**src/rtl/prbs_sat_counter.sv**
```systemverilog
// Saturating up-counter with synchronous clear; clear takes priority over increment.
module prbs_sat_counter #(
  parameter int W = 16
) (
  input  logic         clk_i,
  input  logic         rst_i,
  input  logic         inc_i,
  input  logic         clear_i,
  output logic [W-1:0] count_o
);

  logic [W-1:0] count_d, count_q;

  always_comb begin
    count_d = count_q;
    if (clear_i) begin
      count_d = '0;
    end else if (inc_i && (count_q != {W{1'b1}})) begin
      count_d = count_q + 1'b1;
    end
  end

  always_ff @(posedge clk_i) begin
    if (rst_i) begin
      count_q <= '0;
    end else begin
      count_q <= count_d;
    end
  end

  assign count_o = count_q;

endmodule

```
**config.mk**
```make
export PLATFORM = sky130hd
export DESIGN_NAME = prbs_sat_counter
export DESIGN_NICKNAME = d
export VERILOG_FILES = /design/src/rtl/prbs_sat_counter.sv
export SDC_FILE = /design/constraint.sdc
export NUM_CORES = 1
export LEC_CHECK = 0
export ABC_AREA = 1
export ABC_CLOCK_PERIOD_IN_PS = 1850
export BUFFER_PORTS_ARGS = -buffer_cell sky130_fd_sc_hd__clkbuf_2
export CELL_PAD_IN_SITES_DETAIL_PLACEMENT = 1
export CELL_PAD_IN_SITES_GLOBAL_PLACEMENT = 2
export CORE_MARGIN = 2
export CORE_UTILIZATION = 30
export CTS_BUF_LIST = sky130_fd_sc_hd__clkbuf_4
export CTS_CLUSTER_DIAMETER = 40
export DETAILED_ROUTE_END_ITERATION = 12
export PLACE_DENSITY_LB_ADDON = 0.1
export SYNTH_ARGS = -nofsm -noshare
export SYNTH_HDL_FRONTEND = slang
export SYNTH_SLANG_ARGS = --single-unit
```
**constraint.sdc**
```tcl
create_clock -name clk_i -period 1.85 [get_ports clk_i]
set_input_delay 0.185 -clock clk_i [delete_from_list [all_inputs] [get_ports clk_i]]
set_output_delay 0.185 -clock clk_i [all_outputs]
set_load 0.03 [all_outputs]
```
==> impl_metrics.json <==
{
  "post-route-util": 0.3558,
  "areaGrowthSynthToFinish_pct": 16.31,
  "run_status": "completed",
  "rows": 21,
  "dr.pass1.iters": 4,
  "clk_path_buf_depth": 2,
  "seq_area_frac_synth": 0.3188,
  "ys_async_sr_fraction": 0,
  "clk_latency_ns": 0.30,
  "relSlewSlack": 0.8043,
  "tns_ns": 0,
  "postRouteAntennaNets": 0,
  "cts_resized": 0,
  "arrival_ns": 1.78,
  "holdBufCountCts": 0,
  "dieArea_um2": 3828,
  "cts-htree-levels": 1,
  "total_power_uw": 587.8,
  "clkTransAtPathRegs_ns": 0.11,
  "hpwl_um": 2030,
  "cts_tree": "done",
  "setup_viol": 0,
  "hold_path_depth": 5,
  "avgViaCountPerCell": 4.438,
  "antenna_found_initial": 0,
  "antennaDiodeCount": 0,
  "cts_sinks": 16,
  "die_h_um": 61.87,
  "power.density_nw_per_um2": 503.0,
  "pre_cts_ws_ns": 0.2663,
  "clock_skew_ns": 0.009929,
  "nFillCells": 444,
  "critPathRequiredTime_ns": 2.04,
  "grt_usage": 0.1593,
  "design_area_um2": 1169,
  "cts-root-buf": "clkbuf_4",
  "synth_warnings": 0,
  "drt_iter0_drc": 28,
  "start_kind": "register",
  "power.leakage_nw": 0.5206,
  "cp-end-kind": "register",
  "wirelength_um": 2619,
  "port_buffers": 19,
  "whs_ns": 0.3218,
  "die_w_um": 61.87,
  "synth_enable_flop_cells": 0,
  "placed_cell_area_um2": 1142,
  "dp_cells": 220,
  "grt_overflow_total": 0,
  "hold_path_class": "input port to register",
  "crit_type": "register to register",
  "synth_area_um2": 1005,
  "vias": 994,
  "final_hold_viol_count": 0,
  "ys_types": 20,
  "io_pins": 20,
  "rsz0062_at_grt": "false",
  "slew_violations": 0,
  "post_cts.repair.setup_buffers": 0,
  "vdd_drop_max_v": 0.0002243,
  "grt_max_degree": 17,
  "grt_pass1_vias": 1001,
  "instances_no_fill": 224,
  "drc": 0,
  "start_util": 0.3059,
  "grt_pass1_wl_um": 4429,
  "numCtsBuffers": 3,
  "core_um2": 3284,
  "synthCells": 156,
  "syn_area_per_cell_um2": 6.440,
  "crit_fanout": 5,
  "synth_nets": 161,
  "wl_per_cell_um": 11.69,
  "worst_pin_slew_ns": 0.2925,
  "largest_register_ffs": 16,
  "drive_gt1_frac": 0.2247,
  "period_share": 0.8611,
  "min_period_ns": 1.593,
  "fmax_mhz": 627.7,
  "ys.flop_type": "dfxtp_1",
  "r2r_cells": 8,
  "worst_slack_ns": 0.2569,
  "nNetsFinal": 184,
  "gp_congestion": 0.7257,
  "cap_violations": 0,
  "ys_ff_latch": 16
}
==> layer usage <==
layer  GRT usage  part of all wire  vias to the layer above
met5           0                 0                        -
met4     0.02736            0.0073                        0
met3     0.03727             0.022                        2
met2      0.2992              0.50                       12
met1      0.1848              0.47                      453
li1            -                 -                      527
==> cell usage after synthesis, drive strengths merged (2+ instances only) <==
cell type | n | area, µm²
a21oi | 7 | 35.03
buf | 2 | 22.52
dfxtp | 16 | 320.3
inv | 16 | 60.05
nand2 | 46 | 190.2
nand3 | 13 | 65.06
nand4 | 2 | 27.53
nor2 | 48 | 239.0
o21ai | 2 | 10.01
==> cells by family after synthesis <==
kind of cell    after synthesis  share of synthesized area
fa+ha+maj                     1                    0.01245
flops                        16                     0.3188
compound gates                9                    0.04483
buf+inv                      18                    0.08218
simple gates                112                     0.5417
==> power by group <==
group          internal, mW  switching (mW)  total, mW
clock                0.0785           0.125      0.203
combinational        0.0120          0.0240     0.0360
sequential            0.346         0.00237      0.349
total                 0.437           0.151      0.588
==> final cells by class <==
type	instances	area [µm²]	area share
clock buffer	3	22.52	0.01927
clock inverter	1	3.754	0.003212
inverter	16	60.06	0.05139
multi-input combinational	122	601.8	0.5150
sequential	16	320.3	0.2741
tap	46	57.56	0.04925
timing repair buffer	20	102.6	0.08779
==> critical path, cell delays in order (launching register included) <==
cell and delay (ns):
dfxtp_1 0.41, ha_1 0.21, nand3_1 0.08, nor2_1 0.25
nand2_1 0.14, nor2_1 0.18, nand3_1 0.11, nand2_1 0.07
nor2_1 0.03
==> placed cells by master, fill, tap and decap left out, types with 2 or more instances in the layout <==
cell type   n
clkbuf_4    3
clkbuf_2   19
nand2_4     2
nand3_1    13
inv_1      15
dfxtp_1    16
nor2_2      5
nand2_1    43
o21ai_0     2
a21oi_1     7
nor2_4      4
nor2_1     38
==> final timing paths <==
path	startpoint	endpoint	slack [ns]
max	count_o[0]	count_o[14]	0.26
min	rst_i	count_o[5]	0.32
max reg2reg	count_o[0]	count_o[14]	0.26
min reg2reg	count_o[4]	count_o[4]	0.54
No activity file was read; power rests on OpenSTA's default activity.
